<file path="config.mk">
export PLATFORM = sky130hd
export DESIGN_NAME = matrix_sequencer
export DESIGN_NICKNAME = d
export VERILOG_FILES = /design/src/rtl/matrix_seq_pkg.sv /design/src/rtl/buffer_walker.sv /design/src/rtl/matrix_sequencer.sv
export SDC_FILE = /design/constraint.sdc
export NUM_CORES = 1
export LEC_CHECK = 0
export ABC_CLOCK_PERIOD_IN_PS = 4760
export BUFFER_PORTS_ARGS = -buffer_cell sky130_fd_sc_hd__buf_4
export CAP_MARGIN = 15
export CORE_MARGIN = 1.5
export CORE_UTILIZATION = 55
export DETAILED_ROUTE_END_ITERATION = 16
export PLACE_DENSITY = 0.91
export SLEW_MARGIN = 5
export SYNTH_ARGS = -nofsm -noshare
export SYNTH_HDL_FRONTEND = slang
export SYNTH_SLANG_ARGS = --single-unit
</file>
<file path="constraint.sdc">
create_clock -name clock -period 4.76 [get_ports clock]
set_input_delay 0.714 -clock clock [delete_from_list [all_inputs] [get_ports clock]]
set_output_delay 0.714 -clock clock [all_outputs]
set_load 0.02 [all_outputs]
</file>
<file path="src/rtl/matrix_seq_pkg.sv">
// Shared types and helpers for the matrix sequencer: state encoding, opcode
// constants, packed-word count and unary-opcode classification.
package matrix_seq_pkg;

    typedef enum logic [2:0] {
        S_IDLE,
        S_MEM,
        S_LOAD_OPS,
        S_RUN,
        S_DUMP
    } state_e;

    localparam int unsigned OPC_NOP       = 0;
    localparam int unsigned OPC_TRANSPOSE = 3;
    localparam int unsigned OPC_SCALE     = 4;
    localparam int unsigned OPC_LOAD      = 6;
    localparam int unsigned OPC_STORE     = 7;

    function automatic int unsigned calc_words(input int unsigned dim, input int unsigned epw);
        return (dim * dim + epw - 1) / epw;
    endfunction

    function automatic logic is_unary(input int unsigned opc);
        return (opc == OPC_TRANSPOSE) || (opc == OPC_SCALE);
    endfunction

endpackage

</file>
<file path="src/rtl/buffer_walker.sv">
// Buffer/element counters for operand fetch and result dump, plus the
// memory address of the word currently being transferred.
module buffer_walker
    import matrix_seq_pkg::*;
#(
    parameter int unsigned DIM            = 5,
    parameter int unsigned ELEMS_PER_WORD = 2,
    parameter int unsigned ADDR_W         = 6,
    parameter int unsigned BUF_STRIDE     = 13
) (
    input  logic              clock,
    input  logic              reset_n,
    input  logic              load,
    input  logic [1:0]        load_id,
    input  logic              advance,
    output logic [1:0]        buf_id,
    output logic [4:0]        buf_index,
    output logic              last_word,
    output logic [ADDR_W-1:0] mem_address
);
    localparam int unsigned WORDS = calc_words(DIM, ELEMS_PER_WORD);

    logic [1:0] buf_id_d, buf_id_q;
    logic [4:0] buf_index_d, buf_index_q;

    assign last_word = (32'(buf_index_q) / ELEMS_PER_WORD) == (WORDS - 1);

    always_comb begin
        buf_id_d    = buf_id_q;
        buf_index_d = buf_index_q;
        if (load) begin
            buf_id_d    = load_id;
            buf_index_d = '0;
        end else if (advance) begin
            if (last_word) begin
                buf_index_d = '0;
                buf_id_d    = buf_id_q + 2'd1;
            end else begin
                buf_index_d = buf_index_q + 5'(ELEMS_PER_WORD);
            end
        end
    end

    always_ff @(posedge clock) begin
        if (!reset_n) begin
            buf_id_q    <= '0;
            buf_index_q <= '0;
        end else begin
            buf_id_q    <= buf_id_d;
            buf_index_q <= buf_index_d;
        end
    end

    assign buf_id      = buf_id_q;
    assign buf_index   = buf_index_q;
    assign mem_address = ADDR_W'(32'(buf_id_q) * BUF_STRIDE + 32'(buf_index_q) / ELEMS_PER_WORD);

endmodule

</file>
<file path="src/rtl/matrix_sequencer.sv">
// Control sequencer: fetches operand buffers, runs the ALU, dumps the result.
// Optional MATSEQ_UNARY_SKIP_EN: unary opcodes fetch only buffer 0.
module matrix_sequencer
    import matrix_seq_pkg::*;
#(
    parameter int unsigned DIM            = 5,
    parameter int unsigned ELEMS_PER_WORD = 2,
    parameter int unsigned N_OPERANDS     = 2,
    parameter int unsigned ADDR_W         = 6,
    parameter int unsigned DATA_W         = 16,
    parameter int unsigned BUF_STRIDE     = 13,
    parameter int unsigned OPC_W          = 4
) (
    input  logic              clock,
    input  logic              reset_n,
    input  logic              instr_valid,
    output logic              instr_ready,
    input  logic [OPC_W-1:0]  instr_opcode,
    input  logic [ADDR_W-1:0] instr_addr,
    input  logic [DATA_W-1:0] instr_data,
    output logic [OPC_W-1:0]  alu_op,
    output logic              alu_start,
    input  logic              alu_done,
    output logic              mem_start,
    output logic              mem_write_en,
    output logic [ADDR_W-1:0] mem_address,
    output logic [DATA_W-1:0] mem_wdata,
    input  logic              mem_done,
    output logic [1:0]        buf_id,
    output logic [4:0]        buf_index,
    output logic              busy
);
    state_e            state_d, state_q;
    logic [OPC_W-1:0]  opc_d, opc_q, alu_op_d, alu_op_q;
    logic [ADDR_W-1:0] addr_d, addr_q;
    logic [DATA_W-1:0] wdata_d, wdata_q;
    logic              mem_start_d, mem_start_q, mem_we_d, mem_we_q;
    logic              alu_start_d, alu_start_q, ready_d, ready_q, busy_d, busy_q;
    logic              fin_d, fin_q;

    logic              walk_load, walk_adv, w_last;
    logic [1:0]        walk_id, w_buf_id, load_last;
    logic [4:0]        w_buf_index;
    logic [ADDR_W-1:0] w_addr;

    buffer_walker #(
        .DIM            (DIM),
        .ELEMS_PER_WORD (ELEMS_PER_WORD),
        .ADDR_W         (ADDR_W),
        .BUF_STRIDE     (BUF_STRIDE)
    ) u_walker (
        .clock       (clock),
        .reset_n     (reset_n),
        .load        (walk_load),
        .load_id     (walk_id),
        .advance     (walk_adv),
        .buf_id      (w_buf_id),
        .buf_index   (w_buf_index),
        .last_word   (w_last),
        .mem_address (w_addr)
    );

`ifdef MATSEQ_UNARY_SKIP_EN
    assign load_last = is_unary(32'(opc_q)) ? 2'd0 : 2'(N_OPERANDS - 1);
`else
    assign load_last = 2'(N_OPERANDS - 1);
`endif

    always_comb begin
        state_d     = state_q;
        opc_d       = opc_q;
        addr_d      = addr_q;
        wdata_d     = wdata_q;
        alu_op_d    = alu_op_q;
        mem_start_d = mem_start_q;
        mem_we_d    = mem_we_q;
        alu_start_d = alu_start_q;
        ready_d     = ready_q;
        busy_d      = busy_q;
        fin_d       = fin_q;
        walk_load   = 1'b0;
        walk_adv    = 1'b0;
        walk_id     = '0;
        case (state_q)
            S_IDLE: begin
                if (instr_valid) begin
                    opc_d   = instr_opcode;
                    addr_d  = instr_addr;
                    wdata_d = instr_data;
                    if (instr_opcode == OPC_W'(OPC_LOAD) || instr_opcode == OPC_W'(OPC_STORE)) begin
                        state_d     = S_MEM;
                        mem_start_d = 1'b1;
                        mem_we_d    = (instr_opcode == OPC_W'(OPC_STORE));
                        ready_d     = 1'b0;
                        busy_d      = 1'b1;
                    end else if (instr_opcode != OPC_W'(OPC_NOP)) begin
                        state_d     = S_LOAD_OPS;
                        mem_start_d = 1'b1;
                        mem_we_d    = 1'b0;
                        ready_d     = 1'b0;
                        busy_d      = 1'b1;
                        fin_d       = 1'b0;
                        walk_load   = 1'b1;
                    end
                end
            end
            S_MEM: begin
                if (mem_done) begin
                    state_d     = S_IDLE;
                    mem_start_d = 1'b0;
                    mem_we_d    = 1'b0;
                    ready_d     = 1'b1;
                    busy_d      = 1'b0;
                end
            end
            S_LOAD_OPS, S_DUMP: begin
                // fin_q marks that the word just completed was the final one,
                // so the one-cycle gap after it becomes the phase exit.
                if (mem_start_q) begin
                    if (mem_done) begin
                        mem_start_d = 1'b0;
                        walk_adv    = 1'b1;
                        fin_d       = w_last && (state_q == S_DUMP || w_buf_id == load_last);
                    end
                end else if (fin_q) begin
                    fin_d     = 1'b0;
                    walk_load = 1'b1;
                    if (state_q == S_LOAD_OPS) begin
                        state_d     = S_RUN;
                        alu_start_d = 1'b1;
                        alu_op_d    = opc_q;
                        walk_id     = 2'(N_OPERANDS);
                    end else begin
                        state_d  = S_IDLE;
                        mem_we_d = 1'b0;
                        ready_d  = 1'b1;
                        busy_d   = 1'b0;
                    end
                end else begin
                    mem_start_d = 1'b1;
                end
            end
            S_RUN: begin
                if (alu_done) begin
                    state_d     = S_DUMP;
                    alu_start_d = 1'b0;
                    alu_op_d    = '0;
                    mem_start_d = 1'b1;
                    mem_we_d    = 1'b1;
                    walk_load   = 1'b1;
                    walk_id     = 2'(N_OPERANDS);
                end
            end
            default: state_d = S_IDLE;
        endcase
    end

    always_ff @(posedge clock) begin
        if (!reset_n) begin
            state_q     <= S_IDLE;
            opc_q       <= '0;
            addr_q      <= '0;
            wdata_q     <= '0;
            alu_op_q    <= '0;
            mem_start_q <= 1'b0;
            mem_we_q    <= 1'b0;
            alu_start_q <= 1'b0;
            ready_q     <= 1'b1;
            busy_q      <= 1'b0;
            fin_q       <= 1'b0;
        end else begin
            state_q     <= state_d;
            opc_q       <= opc_d;
            addr_q      <= addr_d;
            wdata_q     <= wdata_d;
            alu_op_q    <= alu_op_d;
            mem_start_q <= mem_start_d;
            mem_we_q    <= mem_we_d;
            alu_start_q <= alu_start_d;
            ready_q     <= ready_d;
            busy_q      <= busy_d;
            fin_q       <= fin_d;
        end
    end

    assign instr_ready  = ready_q;
    assign busy         = busy_q;
    assign alu_op       = alu_op_q;
    assign alu_start    = alu_start_q;
    assign mem_start    = mem_start_q;
    assign mem_write_en = mem_we_q;
    assign mem_wdata    = wdata_q;
    assign buf_id       = w_buf_id;
    assign buf_index    = w_buf_index;
    assign mem_address  = (state_q == S_LOAD_OPS || state_q == S_DUMP) ? w_addr : addr_q;

endmodule

</file>
==> results.yml <==
global_route:
  grt_usage: 0.2365
  grt_pass1_vias: 2020
  grt-ovfl-total: 0
  top_usage_layer: "met2"
  gr-usage-met1: 0.2891
  use_met2: 0.3968
  antenna_found_initial: 0
  use_met3: 0.07401
  grt_first_pass_wirelength_um: 8383
  grt_max_degree: 40
logic_synthesis:
  ys_warn_count: 0
  synth_xor_area_frac: 0.02957
  seq_area_frac_synth: 0.3871
  syn_avg_cell_area_um2: 8.341
  yosys.area.top_type_share: 0.3871
  synth_top_family_by_area: "simple AND/OR/NAND/NOR gates"
  synth_seq_cells: 45
  synth-main-ff-cell: "dfxtp_1"
  synth_common_cells: "nand2_1, dfxtp_1, a21boi_0, nor2_1, inv_1"
  synth_most_common_cell: "nand2_1"
  post_synth_num_cell_types: 47
  synth.cell_area_um2: 2327
  synth_enable_flop_cells: 0
  synth_nets: 322
  synthCells: 279
  synth_fa_ha_area_frac: 0.07097
  synth.area.top_cells: "dfxtp_1, nand2_1, a21boi_0, ha_1, nor2_1"
  synth-compound-area-share: 0.2032
  synth_simple_gate_area_frac: 0.2409
  synth.area.mux_share: 0.01344
  yosysTopAreaCell: "dfxtp_1"
  synthArstFlopShare: 0
flow_run:
  maxCapViolCount: 0
setup_path:
  crit_fanout: 6
  r2r_slack_ns: 2.51
  critPathArrivalTime_ns: 2.52
  timing_worst_setup_path_type: "reg -> out"
  r2r-end: "busy"
  worstSetupStartpointType: "register"
  reg2reg_from: "state_q[0]"
  r2r_cells: 5
  end_kind: "output port"
  required_ns: 4.05
place:
  place_ws_ns: 1.939
  place_inst: 380
  hpwl_um: 3575
  place.gp.congestion: 0.8821
  portBuffers: 67
cells_and_area:
  finalNonFillerCells: 388
  nets: 380
  seq_area_um2: 900.9
  area_growth_pct: 27.15
  layout-drive-gt1-share: 0.2426
  multiInputGateArea_um2: 1303
  nFillCells: 313
  antenna_cells: 0
  fin_util: 0.7345
timing:
  rsz0062_at_grt: "no"
  holdWs_ns: 0.4653
  worstMarginPinSlew_ns: 1.024
  min_period_over_period: 0.6793
  maxSlewViolCount: 0
  hold_viol_final: 0
  min_period_ns: 3.234
  setup_ws_ns: 1.526
  final-setup-viol-count: 0
  tns_ns: 0
  max_freq_mhz: 309.2
  slew_headroom: 0.3154
  skew_ns: 0.003321
floorplanning:
  num_io_pins: 69
  fp.dieArea_um2: 4631
  initial_core_util: 0.5776
  std_cell_rows: 23
  core_um2: 4029
  die_h_um: 68.05
  chipWidth_um: 68.05
clock_tree:
  cts_buffers: 5
  cts.path.max_buffers: 2
  clock_sinks: 45
  cts_tree: "done"
  cts_hold_buf: 0
  clk_latency_ns: 0.29
  cts_resized: 0
  cts_max_level: 2
  clk_pin_slew_ns: 0.09
  cts_setup_buffers: 0
  clock-root-buffer: "clkbuf_8"
drt:
  routed_wl_um: 5014
  vias: 2069
  drc_errors: 0
  antenna_left: 0
  viasPerCell: 5.332
  drt_iter0_markers: 169
  wl_per_cell_um: 12.92
  drt_pass1_iterations: 4
worst_hold_path:
  hold_class: "reg -> reg"
  holdPathEnd: "alu_start"
  whs_path_depth: 1
  min_from: "alu_start"
power:
  p_leak_nw: 1.310
  powerDensity_nw_per_um2: 486.7
  ir_drop_uv: 283.1
status:
  status: "finished clean"
worst max path at each step:
stage                                   from             end  depth (start not counted)
after floorplan           u_walker.buf_id[0]  mem_address[4]                          7
after global placement    u_walker.buf_id[0]  mem_address[5]                          9
after detailed placement  u_walker.buf_id[0]  mem_address[5]                          9
after CTS                 u_walker.buf_id[0]  mem_address[5]                          9
after global routing      u_walker.buf_id[0]  mem_address[5]                          9
final                     u_walker.buf_id[0]  mem_address[5]                          9
logic make-up (layout without fill, tap and decap cells):
logic type / after synthesis / count (layout)
compound gates: 64 / 64
xor+xnor: 7 / 7
fa+ha+maj: 12 / 12
buf+inv: 29 / 88
flops: 45 / 45
mux: 3 / 3
other cells: 1 / 1
simple gates: 118 / 118
flip-flops by register name, indices dropped and copies added, names as in the netlist:
signal              cells
instr_ready             1
u_walker.buf_id         2
state_q                 3
mem_start               1
opc_q                   4
alu_op                  4
alu_start               1
fin_q                   1
mem_write_en            1
busy                    1
u_walker.buf_index      4
mem_wdata              16
addr_q                  6
placed cells by master (no fill, tap or decap), types with 4 or more instances in the layout:
| cell | count |
|---|---|
| a21boi_0 | 27 |
| a21o_1 | 4 |
| a21oi_1 | 6 |
| a22o_1 | 5 |
| buf_4 | 68 |
| clkbuf_8 | 5 |
| dfxtp_1 | 45 |
| ha_1 | 10 |
| inv_1 | 12 |
| nand2_1 | 69 |
| nand3b_1 | 6 |
| nor2_1 | 14 |
| nor2b_1 | 8 |
| nor3_1 | 5 |
| o21ai_0 | 9 |
area by class of cell:
class,count,area share
inverter,12,0.01522
sequential,45,0.3044
multi-input combinational,205,0.4402
tap,50,0.02114
clock inverter,3,0.02326
timing repair buffer,68,0.1725
clock buffer,5,0.02326
metal layers:
| metal | part of all wire | wire length (um) |
|---|---|---|
| met4 | 0.0044 | 22 |
| met5 | 0 | 0 |
| met1 | 0.44 | 2187 |
| met3 | 0.064 | 319 |
| met2 | 0.50 | 2485 |
power breakdown:
group	switching [mW]	internal, mW	leakage, nW
combinational	0.321	0.245	0.873
sequential	0.0848	0.444	0.368
clock	0.134	0.211	0.0687
total	0.540	0.900	1.31
worst max-delay path, cell delays in order (launching register included):
cell     delay (ns)
dfxtp_1        0.46
inv_1          0.12
fa_1           0.58
inv_1          0.05
ha_1           0.32
nor2b_1        0.14
o21ai_0        0.14
nand2_1        0.07
o22a_1         0.19
buf_4          0.15
per-stage QoR:
step,cell area [um2],power [mW]
global route,2959,1.538
detailed placement,2821,1.099
global placement,2821,1.088
CTS,2959,1.452
finish,2959,1.440
floorplan,2327,0.9251
(Power assumes the default switching activity.)
